**src/rtl/calendar_date.sv**
```systemverilog
// BCD date counter (2000-2099, leap-aware) driven by the clock block's end-of-day carry.
// It has up/set editing and an eight-digit active-low 7-segment YYYYMMDD display.
module calendar_date (
  input  logic        clock,
  input  logic        reset,
  input  logic        day_carry,
  input  logic [2:0]  up,
  input  logic        set,
  output logic        year_carry,
  output logic [55:0] date_7seg
);

  logic [7:0] day_q, day_d;
  logic [7:0] month_q, month_d;
  logic [7:0] year_q, year_d;
  logic [2:0] up_q;
  logic       carry_q, carry_d;
  logic [2:0] rise;
  logic [7:0] max_q, max_new;

  function automatic logic [7:0] bcd_inc(input logic [7:0] v);
    if (v[3:0] == 4'd9) return {v[7:4] + 4'd1, 4'd0};
    else                return {v[7:4], v[3:0] + 4'd1};
  endfunction

  function automatic logic is_leap(input logic [7:0] y);
    logic [3:0] o;
    o = y[3:0];
    if (!y[4]) return (o == 4'd0) || (o == 4'd4) || (o == 4'd8);
    else       return (o == 4'd2) || (o == 4'd6);
  endfunction

  function automatic logic [7:0] month_max(input logic [7:0] m, input logic lp);
    case (m)
      8'h02:                      return lp ? 8'h29 : 8'h28;
      8'h04, 8'h06, 8'h09, 8'h11: return 8'h30;
      default:                    return 8'h31;
    endcase
  endfunction

  function automatic logic [6:0] seg(input logic [3:0] v);
    case (v)
      4'd0:    return 7'b1000000;
      4'd1:    return 7'b1111001;
      4'd2:    return 7'b0100100;
      4'd3:    return 7'b0110000;
      4'd4:    return 7'b0011001;
      4'd5:    return 7'b0010010;
      4'd6:    return 7'b0000010;
      4'd7:    return 7'b1111000;
      4'd8:    return 7'b0000000;
      4'd9:    return 7'b0010000;
      default: return 7'b1111111;
    endcase
  endfunction

  assign rise    = up & ~up_q;
  assign max_q   = month_max(month_q, is_leap(year_q));

  always_comb begin
    day_d   = day_q;
    month_d = month_q;
    year_d  = year_q;
    carry_d = 1'b0;
    max_new = max_q;
    if (set) begin
      // One field per cycle: year beats month beats day.
      if (rise[2]) begin
        year_d = (year_q == 8'h99) ? 8'h00 : bcd_inc(year_q);
        if (month_q == 8'h02 && day_q == 8'h29 && !is_leap(year_d)) day_d = 8'h28;
      end else if (rise[1]) begin
        month_d = (month_q == 8'h12) ? 8'h01 : bcd_inc(month_q);
        max_new = month_max(month_d, is_leap(year_q));
        // Packed BCD orders the same as binary, so a plain compare clamps correctly.
        if (day_q > max_new) day_d = max_new;
      end else if (rise[0]) begin
        day_d = (day_q == max_q) ? 8'h01 : bcd_inc(day_q);
      end
    end else if (day_carry) begin
      if (day_q == max_q) begin
        day_d = 8'h01;
        if (month_q == 8'h12) begin
          month_d = 8'h01;
          if (year_q == 8'h99) begin
            year_d  = 8'h00;
            carry_d = 1'b1;
          end else begin
            year_d = bcd_inc(year_q);
          end
        end else begin
          month_d = bcd_inc(month_q);
        end
      end else begin
        day_d = bcd_inc(day_q);
      end
    end
  end

  always_ff @(posedge clock or posedge reset) begin
    if (reset) begin
      day_q   <= 8'h01;
      month_q <= 8'h01;
      year_q  <= 8'h00;
      up_q    <= 3'b111;
      carry_q <= 1'b0;
    end else begin
      day_q   <= day_d;
      month_q <= month_d;
      year_q  <= year_d;
      up_q    <= up;
      carry_q <= carry_d;
    end
  end

  assign year_carry = carry_q;
  assign date_7seg  = {seg(4'd2), seg(4'd0), seg(year_q[7:4]), seg(year_q[3:0]),
                       seg(month_q[7:4]), seg(month_q[3:0]), seg(day_q[7:4]), seg(day_q[3:0])};

endmodule

```
**config.mk**
```make
export PLATFORM = sky130hd
export DESIGN_NAME = calendar_date
export DESIGN_NICKNAME = d
export VERILOG_FILES = /design/src/rtl/calendar_date.sv
export SDC_FILE = /design/constraint.sdc
export NUM_CORES = 1
export LEC_CHECK = 0
export BUFFER_PORTS_ARGS = -buffer_cell sky130_fd_sc_hd__buf_2
export CAP_MARGIN = 40
export CORE_MARGIN = 5
export CORE_UTILIZATION = 61
export DETAILED_ROUTE_END_ITERATION = 10
export PLACE_DENSITY = 0.87
export SETUP_SLACK_MARGIN = 0.2
export SLEW_MARGIN = 30
export SYNTH_ARGS = -nofsm -noshare
export SYNTH_HDL_FRONTEND = slang
export SYNTH_SLANG_ARGS = --single-unit
```
**constraint.sdc**
```tcl
create_clock -name clock -period 6.5 [get_ports clock]
set_input_delay 1.3 -clock clock [delete_from_list [all_inputs] [get_ports clock]]
set_output_delay 1.3 -clock clock [all_outputs]
set_load 0.005 [all_outputs]
```
# [Word-level counts from Yosys, hierarchy flattened]
# Memories as Yosys holds them, arrays and structs flattened.
# Cells that the tools add are included.
[classes] n_div=0 bitwise=2 n_lt_le_gt_ge=1 n_shift=0 eq_ne=31 add_sub_neg=6 mul=0 reduce_logical=19 muxes=49
[ops] cell="$mux 8" n=33
[ops] cell="$eq 8x3->1 const B" n=4
[ops] cell="$add 4x1->4 const B" n=6
[ops] cell="$eq 8x5->1 const B" n=3
[ops] cell="$eq 4x4->1 const B" n=5
[ops] cell="$pmux 5 s2" n=2
[ops] cell="$eq 4x3->1 const B" n=4
[ops] cell="$eq 8x2->1 const B" n=2
[ops] cell="$eq 8x4->1 const B" n=2
[ops] cell="$mux 1" n=14
[ops] cell="$reduce_and 4->1" n=3
[ops] cell="$eq 4x2->1 const B" n=2
[ops] cell="$eq 8x6->1 const B" n=1
[ops] cell="$eq 8x8->1" n=1
[ops] cell="$eq 8x8->1 const B" n=1
[ops] cell="$gt 8x8->1" n=1
[ops] cell="$logic_not 4->1" n=2
[ops] cell="$reduce_or 4->1" n=2
[ops] cell="$logic_or 1x1->1" n=6
[ops] cell="$reduce_bool 2->1" n=3
[ops] cell="$ne 2x1->1 const B" n=2
[ops] cell="$ne 4x1->1 const B" n=1
[ops] cell="$ne 4x2->1 const B" n=1
[ops] cell="$and 3x3->3" n=1
[ops] cell="other kinds (5)" n=6
[totals] wordCells=119 latchBits=0 mem_bits_rw=0 inputBits=7 out_inout_bits=57 romBits=672 n_memories=6 register_bits=28
[mem_list] name="(name not given)" depth=16 word_bits=7 read_ports=1 rd_ports_with_merged_regs=0 write_ports=0 line_no="42" rtl="case (v)"
[mem_list] name="(name not given)" depth=16 word_bits=7 read_ports=1 rd_ports_with_merged_regs=0 write_ports=0 line_no="42"
[mem_list] name="(name not given)" depth=16 word_bits=7 read_ports=1 rd_ports_with_merged_regs=0 write_ports=0 line_no="42"
[mem_list] name="(name not given)" depth=16 word_bits=7 read_ports=1 rd_ports_with_merged_regs=0 write_ports=0 line_no="42"
[mem_list] name="(name not given)" depth=16 word_bits=7 read_ports=1 rd_ports_with_merged_regs=0 write_ports=0 line_no="42"
[mem_list] name="(name not given)" depth=16 word_bits=7 read_ports=1 rd_ports_with_merged_regs=0 write_ports=0 line_no="42"

# [Logic depth before layout (Yosys ltp)]
[depth] depth_word=17 mapped_depth=17 mapped_depth_nobuf=16

# [Worst setup path after synthesis]
# Ideal clock, no wire load.
[synth_path] path_type="reg2reg" startpoint="reg month_q[1]" endpoint="reg day_q[3]" path_buffers=1 setup_ns=0.120 setup_slack_ns=2.833 t_arrival_ns=3.547 path_stages_with_launch=16 cell_sequence="dfrtp_1 > inv_1 > ha_1 > and3b_1 > nand2_1 > xnor2_1 > or3_1 > or3_1 > ha_1 > a21o_1 > a21oi_1 > o311a_1 > a211oi_1 > buf_2 > nor2_1 > a31o_2"
[synth_via] elab_chain_len=16 elab_cells_between_ends=39 classes_between="add/sub: 1; order compare: 1; eq/ne: 15; mux: 17; reduce/logical: 5"
[synth_rtl] item="start, declared" line_no="14" rtl="logic [7:0] month_q, month_d;"
[synth_rtl] item="start signal, assigned" line_no="108" rtl="month_q <= month_d;"
[synth_rtl] item="parallel branches: the longest is 16 deep, another holds $add 4x1->4"
[synth_rtl] item="end signal, assigned" line_no="107" rtl="day_q <= day_d;"
[synth_rtl] item="end, declared" line_no="13" rtl="logic [7:0] day_q, day_d;"
# Several ways; the timed one is not identified. The select of a mux whose other input is x is not followed.
# A chain may end at the register's enable or synchronous reset.

# [Final worst setup path]
[layout_path] startpoint="reg month_q[1]" endpoint="reg day_q[2]"
[layout_via] elab_chain_len=15 elab_cells_between_ends=38 classes_between="add/sub: 1; order compare: 1; eq/ne: 15; mux: 16; reduce/logical: 5"
[layout_rtl] item="$add 4x1->4 or $eq 4x4->1 (tied branches)" line_no="23, 22"
[layout_rtl] item="$mux 8"
[layout_rtl] item="$mux 8" line_no="71" rtl="end else if (rise[1]) begin"
[layout_rtl] item="$mux 8" line_no="68" rtl="if (rise[2]) begin"
[layout_rtl] item="$mux 8" line_no="66" rtl="if (set) begin"
[layout_rtl] item="$mux 8" line_no="72" rtl="month_d = (month_q == 8'h12) ? 8'h01 : bcd_inc(month_q);"
[layout_rtl] item="$eq 8x3->1, or another cell as far along" line_no="34" rtl="case (m)"
[layout_rtl] item="$reduce_or 4->1" line_no="34"
[layout_rtl] item="$pmux 5 s2" line_no="34"
[layout_rtl] item="$mux 8" line_no="71"
[layout_rtl] item="$mux 8" line_no="68"
[layout_rtl] item="$mux 8" line_no="66"
[layout_rtl] item="$gt 8x8->1" line_no="75" rtl="if (day_q > max_new) day_d = max_new;"
[layout_rtl] item="$ne 4x2->1 (no source line)"
[layout_rtl] item="$reduce_and 4->1 (no source line)"
# Several ways; a longest one is shown, not always the timed one. The select of a mux whose other input is x is not followed.

==> metrics.md <==
| Metric | Value |
|---|---|
| Root buf cell | clkbuf_8 |
| Final hold violations | 0 |
| Number of antenna violations at the first check in global routing | 0 |
| Ys async rst share | 100% |
| Most common cell after layout, fill and taps aside | nand2_1 |
| Data required time at the worst endpoint | slightly below 7000 ps |
| Max Buffers Root-to-Sink | 2 |
| Slew headroom | between 50 and 60% |
| Number of vias after detailed routing | 3361 |
| CTS buffer count | 3 |
| Aggregate global-route resource usage | a little under a quarter |
| Count of TritonRoute iterations in the first routing pass | 5 |
| Cell Rows | 26 |
| Clock sink total | 28 |
| Prevailing post-synth register cell | dfrtp_1 |
| CTS tree | yes |
| Routed wire length | about 8000 um |
| Number of DRC violations after detailed routing | 0 |
| Post-CTS Setup Repair Bufs | 0 |
| Syn-to-layout area delta | 8.15% |
| Min-Delay Path Class | flop to flop |
| Number of enable-type register cells in the synthesized netlist | 0 |
| Clock network latency to the later pin of the worst-skew pair | just under 300 ps |
| Run status | finished, final reports clean |
| Final count of pins violating max slew | 0 |
| Measured slew at the worst slew-check pin | 687 ps |
| Average wire length per cell after detail routing | about 15 um |
| Avg Cell Area, Syn | 7.15 sq um |
| Post-Route Utilization | between 60% and 70% |
| Worst hold margin | roughly 600 ps |
| Total congestion overflow after global routing | 0 |
| Endpoint class of the critical path | flop |
| Setup repair after global routing missed its margin | false |
| Antenna-violating nets left | 0 |
| Via density per instance | about 6.1 |
| Cells after synthesis | between 400 and 500 |
| Count of nets after finishing | approximately 530 |
| Final Power | around 0.0017 W |
| Data arrival time of the critical path | 4180 ps |
| Library cell with the largest summed area after synthesis | dfrtp_1 |
| Total leakage power | around 1.7 nW |
| Share of the clock period used by the worst path | around three fifths |
| Critical path class | flop to flop |
| Htree depth | 1 |
| Final critical-path required period | between 3000 and 4000 ps |
| Leading cell types in the layout, fill and taps excluded | nand2_1 (66), nor2_1 (49), buf_2 (49), o21ai_0 (40), a21oi_1 (40) |
| Number of global-route vias before repair | a little over 3k |
| Die boundary height | between 80 and 90 um |
| Placed wire-length estimate after detailed placement | between 5000 and 6000 um |
| Max-cap violation count | 0 |
| Setup slack of the critical path after layout | about 2600 ps |
| Total setup violations reported at the end of the flow | 0 |
| Hold-fix buffers at CTS | 0 |
| Cell types occupying the most area after synthesis | dfrtp_1 (18%), ha_1 (14%), nand2_1 (7.6%) |
| Startpoint Class | flop |
| Pre-CTS WS | 2650 ps |
| Maximum number of pins on one net before global-route repair | 29 |
| Initial Util | approximately 63% |
| Post-CTS clock slew at the launch and capture registers of the worst setup and hold paths | 110 ps |
| Worst Path Max Fanout | 14 |
| YS warnings | 0 |
| Area fraction of the dominant cell type after synthesis | about 18% |
| Max frequency | ~250 MHz |
| Sum of negative setup slack | 0 ps |
| Die footprint | approximately 6900 sq um |
| Count of different cell masters after synthesis | between 50 and 60 |
| I/O Buffers | 49 |
| Global-route wire length before repair | roughly 14000 um |
| RD Place Congestion | around 0.87 |
| Register-to-register path setup slack | 2560 ps |
| Sequential cell area fraction in the yosys report | a little over a fifth |
| Top Ports | between 60 and 70 |
| Final clock skew | about 7.5 ps |
| Post-synthesis instance area | between 3000 and 4000 sq um |
| Core region area | 5140 sq um |
| Post_cts resized | 0 |
| Starting DRC count in detailed routing | a little over 300 |
| Die extent in x | 83.0 um |
| Peak supply drop | 305 uV |
| Number of storage elements in the synthesis netlist | 28 |
| Ratio of cells with drive above 1 in the final layout | between 15 and 20% |
| Antenna diodes | 0 |
| P per Cell Area | approximately 490 nW/um^2 |
## metrics by stage
| stage | instances | cell area [sq um] |
|---|---|---|
| 5_1_grt | 555 | 3520 |
| 4_1_cts | 554 | 3510 |
| 6_report | 555 | 3520 |
| 2_1_floorplan | 467 | 3300 |
| 3_3_place_gp | 550 | 3440 |
| 3_5_place_dp | 550 | 3440 |
## cell usage after synthesis, drive strengths merged, types with 3 or more instances
master,instances
clkbuf,19
a22o,7
o31ai,3
o21ai,42
o211ai,4
nor3,9
nand2,66
nand3b,4
dfstp,5
or2,7
mux2i,3
a211oi,4
nand3,12
or3,3
and3b,3
o22ai,4
mux2,3
a31oi,6
inv,23
a21o,3
dfrtp,23
and3,7
nor2,49
a21oi,41
buf,18
xnor2,6
ha,36
nand4,5
nand2b,9
## critical path, stage by stage (launching register included)
cell	delay (ps)
dfrtp_1	490
inv_1	190
ha_1	320
and3b_1	240
nand2_1	100
xnor2_1	130
or3_1	380
or3_1	400
ha_1	310
a21o_1	110
a21oi_1	70
o311a_1	330
a211oi_1	210
buf_4	220
and3b_1	220
a22o_1	150
## registers in the layout (all words and copies together), names as in the netlist
| signal | count |
|---|---|
| day_q | 8 |
| year_q | 8 |
| year_carry | 1 |
| up_q | 3 |
| month_q | 8 |
## power breakdown
part	internal [W]	switching [W]
clock	0.0000828	0.0000636
combinational	0.000511	0.000634
sequential	0.000239	0.000195
## final cells by class
| class | count | area (sq um) |
|---|---|---|
| clock inverter | 1 | 30.0 |
| inverter | 24 | 90.1 |
| fill | 446 | 1620 |
| clock buffer | 3 | 41.3 |
| sequential | 28 | 707 |
| multi-input combinational | 378 | 2300 |
| tap | 70 | 87.6 |
| timing repair buffer | 51 | 258 |
## routing by layer
| layer | track usage [%] | wire length [um] | vias to the layer above |
|---|---|---|---|
| met5 | 0 | 0 | - |
| li1 | - | - | 1623 |
| met3 | 3.47 | 640 | 26 |
| met4 | 9.06 | 168 | 0 |
| met1 | 29.1 | 3360 | 1547 |
| met2 | 37.8 | 3980 | 165 |
## kinds of logic after synthesis
| logic type | after synthesis | share of synthesized area (%) |
|---|---|---|
| adders and majority gates | 36 | 13.8 |
| AOI/OAI and AO/OA | 130 | 24.7 |
| other | 2 | 0.231 |
| DFF | 28 | 21.7 |
| xor gates and xnor gates | 6 | 1.62 |
| muxes | 6 | 1.96 |
| and+or+nand+nor | 186 | 27.1 |
| buffers and inverters | 61 | 8.81 |
## path summary, 6_finish.rpt
check	startpoint	to	cells after the start
max	month_q[1]$_DFFE_PP0P_	day_q[2]$_DFFE_PP0P_	15
min	day_q[0]$_DFFE_PP1P_	day_q[0]$_DFFE_PP1P_	2
max reg2reg	month_q[1]$_DFFE_PP0P_	day_q[2]$_DFFE_PP0P_	15
min reg2reg	day_q[0]$_DFFE_PP1P_	day_q[0]$_DFFE_PP1P_	2
max in group asynchronous	reset	month_q[5]$_DFFE_PP0P_	2
min in group asynchronous	reset	year_q[6]$_DFFE_PP0P_	2
Note: power is estimated with default switching activity, not from simulation.
